**src/rtl/seq_div_if.sv**
```systemverilog
// Request/response bundle for the multi-cycle divider.
// The requester (control unit or bench) drives start and the operands.
// The divider drives the status flags and the results.
interface seq_div_if #(
  parameter int WIDTH = 8
);
  logic             start;
  logic             signed_op;
  logic [WIDTH-1:0] a;
  logic [WIDTH-1:0] b;
  logic             busy;
  logic             done;
  logic [WIDTH-1:0] quotient;
  logic [WIDTH-1:0] remainder;
  logic             div_zero;
  logic             overflow;

  modport master (
    output start,
    output signed_op,
    output a,
    output b,
    input  busy,
    input  done,
    input  quotient,
    input  remainder,
    input  div_zero,
    input  overflow
  );

  modport slave (
    input  start,
    input  signed_op,
    input  a,
    input  b,
    output busy,
    output done,
    output quotient,
    output remainder,
    output div_zero,
    output overflow
  );
endinterface

```
**src/rtl/seq_div.sv**
```systemverilog
// Restoring radix-2 integer divider with a start/busy/done handshake.
// Each request is signed or unsigned. Quotient and remainder come back
// WIDTH cycles after acceptance. A zero divisor finishes in a single cycle.
// The core always divides magnitudes. The signs are applied on the last
// iteration, so the quotient truncates toward zero and the remainder
// follows the sign of the dividend.
module seq_div #(
  parameter int WIDTH = 8
) (
  input logic     clk,
  input logic     reset,
  seq_div_if.slave bus
);
  localparam int CW = (WIDTH > 1) ? $clog2(WIDTH) : 1;
  localparam logic [CW-1:0]    CNT_INIT = CW'(WIDTH - 1);
  localparam logic [WIDTH-1:0] MIN_NEG  = {1'b1, {(WIDTH-1){1'b0}}};

  localparam logic [0:0] ST_IDLE = 1'b0;
  localparam logic [0:0] ST_RUN  = 1'b1;

  // Control state
  logic [0:0]    state_reg;
  logic [CW-1:0] cnt_reg;

  // Iteration datapath.
  // The partial remainder is always below the divisor, so it is stored in
  // WIDTH bits. The extra sign bit exists only in the WIDTH+1-bit trial
  // subtraction. Quotient bits shift into the low end of the dividend
  // register as the dividend bits shift out of the top.
  logic [WIDTH-1:0] rem_reg;
  logic [WIDTH-1:0] dvd_reg;
  logic [WIDTH-1:0] dvs_reg;
  logic             neg_q_reg;
  logic             neg_r_reg;
  logic             ovf_pend_reg;

  // Registered, externally visible results
  logic [WIDTH-1:0] quotient_reg;
  logic [WIDTH-1:0] remainder_reg;
  logic             div_zero_reg;
  logic             overflow_reg;
  logic             done_reg;

  // Combinational helpers
  logic [WIDTH-1:0] a_mag;
  logic [WIDTH-1:0] b_mag;
  logic             b_is_zero;
  logic             ovf_case;
  logic [WIDTH:0]   shifted;
  logic [WIDTH:0]   trial;
  logic             q_bit;
  logic [WIDTH-1:0] rem_step;
  logic [WIDTH-1:0] dvd_step;
  logic [WIDTH-1:0] q_fix;
  logic [WIDTH-1:0] r_fix;

  // Operand conditioning at acceptance.
  // In signed mode the operands are reduced to magnitudes. The magnitude of
  // the most-negative value is 2^(WIDTH-1), which still fits as unsigned.
  always_comb begin
    a_mag     = bus.a;
    b_mag     = bus.b;
    if (bus.signed_op && bus.a[WIDTH-1]) begin
      a_mag = -bus.a;
    end
    if (bus.signed_op && bus.b[WIDTH-1]) begin
      b_mag = -bus.b;
    end
    b_is_zero = (bus.b == '0);
    ovf_case  = bus.signed_op && (bus.a == MIN_NEG) && (&bus.b);
  end

  // One restoring step, followed by the sign fix-up for the final iteration.
  always_comb begin
    shifted  = {rem_reg, dvd_reg[WIDTH-1]};
    trial    = shifted - {1'b0, dvs_reg};
    q_bit    = ~trial[WIDTH];
    rem_step = q_bit ? trial[WIDTH-1:0] : shifted[WIDTH-1:0];
    dvd_step = {dvd_reg[WIDTH-2:0], q_bit};
    q_fix    = neg_q_reg ? -dvd_step : dvd_step;
    r_fix    = neg_r_reg ? -rem_step : rem_step;
  end

  // Control FSM and the iteration counter
  always_ff @(posedge clk or posedge reset) begin
    if (reset) begin
      state_reg <= ST_IDLE;
      cnt_reg   <= '0;
    end else begin
      case (state_reg)
        ST_IDLE: begin
          if (bus.start && !b_is_zero) begin
            state_reg <= ST_RUN;
            cnt_reg   <= CNT_INIT;
          end
        end
        ST_RUN: begin
          if (cnt_reg == '0) begin
            state_reg <= ST_IDLE;
          end else begin
            cnt_reg <= cnt_reg - CW'(1);
          end
        end
        default: begin
          state_reg <= ST_IDLE;
        end
      endcase
    end
  end

  // Operand capture on acceptance, then one shift/subtract step per RUN cycle
  always_ff @(posedge clk or posedge reset) begin
    if (reset) begin
      rem_reg      <= '0;
      dvd_reg      <= '0;
      dvs_reg      <= '0;
      neg_q_reg    <= 1'b0;
      neg_r_reg    <= 1'b0;
      ovf_pend_reg <= 1'b0;
    end else if (state_reg == ST_IDLE) begin
      if (bus.start && !b_is_zero) begin
        rem_reg      <= '0;
        dvd_reg      <= a_mag;
        dvs_reg      <= b_mag;
        neg_q_reg    <= bus.signed_op && (bus.a[WIDTH-1] ^ bus.b[WIDTH-1]);
        neg_r_reg    <= bus.signed_op && bus.a[WIDTH-1];
        ovf_pend_reg <= ovf_case;
      end
    end else begin
      rem_reg <= rem_step;
      dvd_reg <= dvd_step;
    end
  end

  // Result and flag registers. Results hold between operations, flags clear
  // on acceptance, and done pulses for exactly one cycle.
  always_ff @(posedge clk or posedge reset) begin
    if (reset) begin
      quotient_reg  <= '0;
      remainder_reg <= '0;
      div_zero_reg  <= 1'b0;
      overflow_reg  <= 1'b0;
      done_reg      <= 1'b0;
    end else begin
      done_reg <= 1'b0;
      if (state_reg == ST_IDLE) begin
        if (bus.start) begin
          div_zero_reg <= 1'b0;
          overflow_reg <= 1'b0;
          if (b_is_zero) begin
            // Divide-by-zero short-circuits: the dividend is handed back as
            // the remainder and the divider never enters RUN
            quotient_reg  <= '0;
            remainder_reg <= bus.a;
            div_zero_reg  <= 1'b1;
            done_reg      <= 1'b1;
          end
        end
      end else if (cnt_reg == '0) begin
        quotient_reg  <= q_fix;
        remainder_reg <= r_fix;
        overflow_reg  <= ovf_pend_reg;
        done_reg      <= 1'b1;
      end
    end
  end

  assign bus.busy      = (state_reg == ST_RUN);
  assign bus.done      = done_reg;
  assign bus.quotient  = quotient_reg;
  assign bus.remainder = remainder_reg;
  assign bus.div_zero  = div_zero_reg;
  assign bus.overflow  = overflow_reg;

endmodule

```
**src/flat_wrapper.sv**
```systemverilog
// flat-port wrapper written by rule: the top's interface ports become plain ports
module seq_div_flat 
#(
  parameter int WIDTH = 8
)
  (clk, reset, bus_start, bus_signed_op, bus_a, bus_b, bus_busy, bus_done, bus_quotient, bus_remainder, bus_div_zero, bus_overflow);
  seq_div_if #(.WIDTH(WIDTH)) bus_i ();
  input logic clk;
  input logic reset;
  input wire logic [$bits(bus_i.start)-1:0] bus_start;
  input wire logic [$bits(bus_i.signed_op)-1:0] bus_signed_op;
  input wire logic [$bits(bus_i.a)-1:0] bus_a;
  input wire logic [$bits(bus_i.b)-1:0] bus_b;
  output wire logic [$bits(bus_i.busy)-1:0] bus_busy;
  output wire logic [$bits(bus_i.done)-1:0] bus_done;
  output wire logic [$bits(bus_i.quotient)-1:0] bus_quotient;
  output wire logic [$bits(bus_i.remainder)-1:0] bus_remainder;
  output wire logic [$bits(bus_i.div_zero)-1:0] bus_div_zero;
  output wire logic [$bits(bus_i.overflow)-1:0] bus_overflow;
  assign bus_i.start = bus_start;
  assign bus_i.signed_op = bus_signed_op;
  assign bus_i.a = bus_a;
  assign bus_i.b = bus_b;
  assign bus_busy = bus_i.busy;
  assign bus_done = bus_i.done;
  assign bus_quotient = bus_i.quotient;
  assign bus_remainder = bus_i.remainder;
  assign bus_div_zero = bus_i.div_zero;
  assign bus_overflow = bus_i.overflow;
  seq_div #(.WIDTH(WIDTH)) u_core (.clk(clk), .reset(reset), .bus(bus_i));
endmodule
```
**config.mk**
```make
export PLATFORM = sky130hd
export DESIGN_NAME = seq_div_flat
export DESIGN_NICKNAME = d
export VERILOG_FILES = /design/src/rtl/seq_div_if.sv /design/src/rtl/seq_div.sv /design/src/flat_wrapper.sv
export SDC_FILE = /design/constraint.sdc
export NUM_CORES = 1
export LEC_CHECK = 0
export CORE_AREA = 4 4 109 111
export CTS_CLUSTER_DIAMETER = 50
export DETAILED_ROUTE_END_ITERATION = 10
export DIE_AREA = 0 0 113 115
export DONT_BUFFER_PORTS = 1
export PLACE_DENSITY_LB_ADDON = 0.08
export SYNTH_ARGS = -nofsm -noshare
export SYNTH_HDL_FRONTEND = slang
export SYNTH_SLANG_ARGS = --single-unit
```
**constraint.sdc**
```tcl
create_clock -name clk -period 9.65 [get_ports clk]
set_input_delay 1.93 -clock clk [delete_from_list [all_inputs] [get_ports clk]]
set_output_delay 1.93 -clock clk [all_outputs]
set_load 0.005 [all_outputs]
```
==> results.toml, run 1 <==
[run_status]
outcome = "complete, no violations"

[global_routing]
antenna_found_initial = 0
globalRouteTotalUtil = 0.146
grt_start_max_net_pins = 51
grt-ovfl-total = 0
grt_pass1_vias = 2743
global_route_wire_length_before_repair_mm = 15.0

[synthesis]
synthAdderAreaFrac = 0.0644
netlist-cell-type-count = 53
synth_area_um2 = 3220
synth-edff-count = 0
yosysTopAreaCell = "dfrtp_1"
post_synth_mux_area_share = 0.0272
yosysWarnings = 0
synth_area_leaders = "dfrtp_1 39%, ha_1 5.8%, nand2_1 5.5%"
netlist_instances = 382
netlist.area_leader.share = 0.388
syn_area_per_cell_um2 = 8.44
post_synth_and_or_nand_nor_area_fraction = 0.197
synth_top_flop_cell = "dfrtp_1"
synth_compound_gate_area_share = 0.206
register_area_share_after_synthesis = 0.388
ys_seq_elements = 50
postSynthNetCount = 418
asyncSetResetFlopFracSynth = 1.00
dominant_combinational_cell_family_by_area_after_synthesis = "compound AO/OA/AOI/OAI gates"
yosys.area_share.xor_xnor = 0.0707

[clocking]
clk_pin_slew_ps = 90
hold_buffers = 0
cts_tree = "done"
post-cts-setup-buffer-count = 0
cts_inserted_buffers = 5
clock_tree.htree_level_count = 2
clk_root_buffer_cell = "clkbuf_8"
clk-insertion-delay-late_ps = 310
longest_clk_path_bufs = 2
cts.sinks = 50
ctsResizeCount = 0

[timing]
tightest_slew_ps = 921
max_slew_margin_vs_limit = 0.386
totalNegativeSetupSlack_ps = 0
hold_slack_ps = 478
final-hold-violation-count = 0
clock-skew-final_ps = 16.8
layout_worst_path_cycle_share = 0.441
rsz0062_at_grt = "no"
maxClockFrequency_ghz = 0.235
setup_viol_count_final = 0
period_minus_slack_ps = 4260
finalMaxSlewViolations = 0

[worst_setup_path]
critPathMaxFanout = 25
setup.worst_path.start_class = "input pin"
rrSetupSlack_ps = 5600
worst_ep_required_time_ps = 9880
rr_startpoint = "u_core.dvd_reg[7]"
crit_arrival_ps = 4490
worstReg2RegEnd = "u_core.bus.remainder[6]"
r2r.worst_path.cells = 16
critical_path_class = "input pin to register"
timing.critical_path.to_type = "register"

[power_and_ir_drop]
ir_worst_vdd_mv = 0.154
power-per-cell-area_nw_per_um2 = 435
p_leak_nw = 1.49

[floorplanning]
core-area_um2 = 10800
core.rowCount = 38
floorplan.io_pins = 40
die_h_um = 115
die_width_um = 113
die-area_um2 = 13000
floorplan.initialDensity = 0.299

[worst_hold_path]
min_path_type = "register to register"
holdCritStartpoint = "u_core.ovf_pend_reg"
holdPathStages = 2
hold_endpoint = "u_core.bus.overflow"

[finish]
nFillCells = 1145
layout-drive-gt1-share = 0.0526
n_antenna_cell = 0
final_cell_mix = "50 x dfrtp_1, 47 x nand2_1, 31 x o21ai_0"
syn2layout_area_growth_pct = 9.05
layout_commonest_cell = "dfrtp_1"
post_layout_instance_count_excluding_filler_cells = 520
area_used_by_multi_input_combinational_logic_um2 = 1820
register_area_um2 = 1250
finalNetCount = 415

[place]
buffer_ports.inserted = 0
placed_cells_incl_taps = 512
place_congestion = 0.751
dp_hpwl_mm = 6.73

[detailed_routing]
total_wire_length_after_detailed_routing_mm = 9.08
routed_len_inst_um = 17.5
drt-vias-per-instance = 5.17
num_vias = 2688
total_iterations_of_the_first_detailed_routing_run = 4
drtIter0Drc = 129
drc_errors = 0
detail-route-antenna-nets = 0

[flow_run]
max_cap_viol_count = 0
[cell families (layout without fill, tap and decap cells)]
group / after synthesis / in the layout
simple gates: 131 / 131
compound gates: 113 / 113
flops: 50 / 50
buf+inv: 39 / 37
xor+xnor: 26 / 26
fa+ha+maj: 16 / 16
mux: 7 / 7
[per-stage QoR]
step / utilization / power, mW / instance area, µm² / setup slack [ps]
floorplan: - / 1.12 / 3220 / 5830
global placement: 0.312 / 1.36 / 3370 / 5110
detailed placement: 0.312 / 1.36 / 3370 / 5030
CTS: 0.326 / 1.55 / 3510 / 5380
global route: 0.326 / 1.68 / 3510 / 5160
finish: 0.326 / 1.53 / 3510 / 5390
[worst max path at each step]
stage / slack, ps / endpoint / start
after floorplan: 5830 / u_core.bus.remainder[4] / bus_b[0]
after global placement: 5110 / u_core.cnt_reg[2] / bus_b[0]
after detailed placement: 5030 / u_core.cnt_reg[2] / bus_b[0]
after CTS: 5380 / u_core.cnt_reg[2] / bus_b[0]
after global routing: 5160 / u_core.cnt_reg[2] / bus_b[0]
final: 5390 / u_core.cnt_reg[2] / bus_b[0]
[synthesized netlist by cell type, types with 5 or more instances]
cell type	number
o211ai_1	6
a21oi_1	29
nand2_1	47
clkbuf_1	10
nor2_1	26
mux2i_1	5
xor2_1	9
or3_1	6
ha_1	15
dfrtp_1	50
nor3_1	10
o21ai_0	31
o21ai_1	21
inv_1	24
xnor2_1	17
nand3_1	15
[final cells by class]
| type | count | area share |
|---|---|---|
| Sequential cell | 50 | 0.356 |
| Clock buffer | 6 | 0.0235 |
| Tap cell | 140 | 0.0498 |
| Inverter | 25 | 0.0267 |
| Timing Repair Buffer | 4 | 0.00854 |
| Multi-Input combinational cell | 293 | 0.518 |
| Clock inverter | 2 | 0.0171 |
[worst max-delay path: stages]
cell and delay, ps:
inv_1 60, ha_1 190, or4b_1 460, or4_1 500, nand2_1 700, a21oi_1 280
and3_1 250, o21ai_1 100
[power breakdown]
part,switching [mW],internal [mW]
registers,0.117,0.312
clock network,0.0744,0.111
logic,0.538,0.377
total,0.729,0.800
[metal layers]
metal / track usage / wire length (µm) / vias to the layer above
met5: 0 / 0 / -
met4: 0.0361 / 114 / 0
met3: 0.0342 / 503 / 6
met2: 0.231 / 4060 / 62
met1: 0.203 / 4400 / 1280
li1: - / - / 1340
Note: power is estimated with default switching activity, not from simulation.
==> run 2, diff against run 1 <==
==> constraint.sdc (replaced) <==
create_clock -name clk -period 4 [get_ports clk]
set_input_delay 0.8 -clock clk [delete_from_list [all_inputs] [get_ports clk]]
set_output_delay 0.8 -clock clk [all_outputs]
set_load 0.005 [all_outputs]
==> run 2 against run 1 <==
Net effect:
- non-clock buffer count rose by 1
- combinational power increased by 150%
- sequential power is 130% higher
- total power grew 130%
- global-route usage grew 0.21 points
- first-iteration DRC count fell by 10%
- critical endpoint is now u_core.bus.remainder[6]
- worst setup slack got worse by 5000 ps
- via count fell by 1.8%
- critical path type is now register to register
- critical path depth rose by 6
- worst hold slack worse by 150 ps
- count of clock-buffer cells in the layout rose by 1
==> results.toml, run 2 (synthesis results as in run 1) <==
[worst_setup_path]
r2r.worst_path.cells = 14
rrSetupSlack_ps = 420
timing.critical_path.to_type = "register"
critPathMaxFanout = 9
crit_arrival_ps = 3750
rr_startpoint = "u_core.dvd_reg[7]"
worstReg2RegEnd = "u_core.bus.remainder[6]"
worst_ep_required_time_ps = 4160
setup.worst_path.start_class = "register"
critical_path_class = "register to register"

[clocking]
clock_tree.htree_level_count = 2
clk-insertion-delay-late_ps = 310
post-cts-setup-buffer-count = 0
cts_tree = "done"
hold_buffers = 0
longest_clk_path_bufs = 2
cts_inserted_buffers = 5
clk_pin_slew_ps = 90
clk_root_buffer_cell = "clkbuf_8"
ctsResizeCount = 0
cts.sinks = 50

[detailed_routing]
drtIter0Drc = 116
drt-vias-per-instance = 5.08
total_wire_length_after_detailed_routing_mm = 9.17
detail-route-antenna-nets = 0
routed_len_inst_um = 17.6
total_iterations_of_the_first_detailed_routing_run = 4
num_vias = 2640
drc_errors = 0

[timing]
finalMaxSlewViolations = 0
clock-skew-final_ps = 4.92
setup_slack_ps = 419
rsz0062_at_grt = "no"
period_minus_slack_ps = 3580
max_slew_margin_vs_limit = 0.355
tightest_slew_ps = 966
totalNegativeSetupSlack_ps = 0
layout_worst_path_cycle_share = 0.895
maxClockFrequency_ghz = 0.279
final-hold-violation-count = 0
setup_viol_count_final = 0

[finish]
finalCoreUtilization = 0.320
layout_commonest_cell = "dfrtp_1"
syn2layout_area_growth_pct = 7.22
final_cell_mix = "50 x dfrtp_1, 47 x nand2_1, 31 x o21ai_0"
finalNetCount = 416
layout-drive-gt1-share = 0.0474
n_antenna_cell = 0

[power_and_ir_drop]
power-per-cell-area_nw_per_um2 = 1030
finalPower_mw = 3.57
ir_worst_vdd_mv = 0.274
p_leak_nw = 1.46

[place]
buffer_ports.inserted = 0
placement.setup.worst_slack_ps = 445
place_congestion = 0.825
dp_hpwl_mm = 6.94

[floorplanning]
die-area_um2 = 13000
floorplan.io_pins = 40
die_width_um = 113
floorplan.initialDensity = 0.299
core-area_um2 = 10800
die_h_um = 115
core.rowCount = 38

[global_routing]
antenna_found_initial = 0
grt_pass1_vias = 2663
grt-ovfl-total = 0
grt_start_max_net_pins = 36
globalRouteTotalUtil = 0.148
global_route_wire_length_before_repair_mm = 15.1

[worst_hold_path]
min_path_type = "input pin to asynchronous set/reset pin"

[run_status]
outcome = "complete, no violations"

[flow_run]
max_cap_viol_count = 0
-- run 2: cell types whose count changed in the layout (fill, tap and decap cells not counted), sizes merged --
cell    before  now
bufinv       2    0
buf          4    5
clkbuf       6    7
-- run 2: worst max path at each step --
stage	from	endpoint	slack, ps
floorplan	u_core.dvd_reg[7]	u_core.bus.remainder[6]	910
global route	u_core.dvd_reg[7]	u_core.bus.remainder[6]	90
finish	u_core.dvd_reg[7]	u_core.bus.remainder[6]	420
global placement	u_core.dvd_reg[7]	u_core.bus.remainder[6]	500
CTS	u_core.dvd_reg[7]	u_core.bus.remainder[6]	420
detailed placement	u_core.dvd_reg[7]	u_core.bus.remainder[6]	450
-- run 2: through the flow --
step / cell area (µm²) / hold WS, ps / cells
5_1_grt: 3460 / 345 / 520
3_5_place_dp: 3380 / 470 / 513
6_report: 3460 / 329 / 520
4_1_cts: 3460 / 332 / 520
2_1_floorplan: 3220 / 439 / 382
3_3_place_gp: 3380 / 456 / 513
-- run 2: final cells by class --
cell class / count / area, µm²
sequential: 50 / 1250
inverter: 25 / 93.8
multi-input combinational: 293 / 1820
tap: 140 / 175
fill: 1146 / 7340
clock buffer: 7 / 76.3
timing repair buffer: 5 / 37.5
-- run 2: where the power goes --
group	switching [mW]	internal [mW]	leakage (nW)
clock	0.166	0.121	0.0383
sequential	0.242	0.755	0.613
combinational	1.35	0.934	0.811
-- run 2: critical path, stage by stage, from the launching register on --
cell	delay, ps
dfrtp_1	440
inv_1	80
ha_1	150
inv_1	50
fa_1	440
a21o_1	210
a2bb2oi_2	210
mux2i_4	440
nor2_4	130
a21boi_0	280
ha_1	280
nand4b_1	120
o311ai_1	350
xnor2_1	180
o22ai_1	90
-- run 2: metal layers --
| layer | GRT usage | vias to the layer above | wire (µm) |
|---|---|---|---|
| met5 | 0 | - | 0 |
| met4 | 0.0337 | 0 | 84 |
| met3 | 0.0368 | 8 | 443 |
| met2 | 0.237 | 47 | 4250 |
| met1 | 0.204 | 1246 | 4390 |
| li1 | - | 1339 | - |
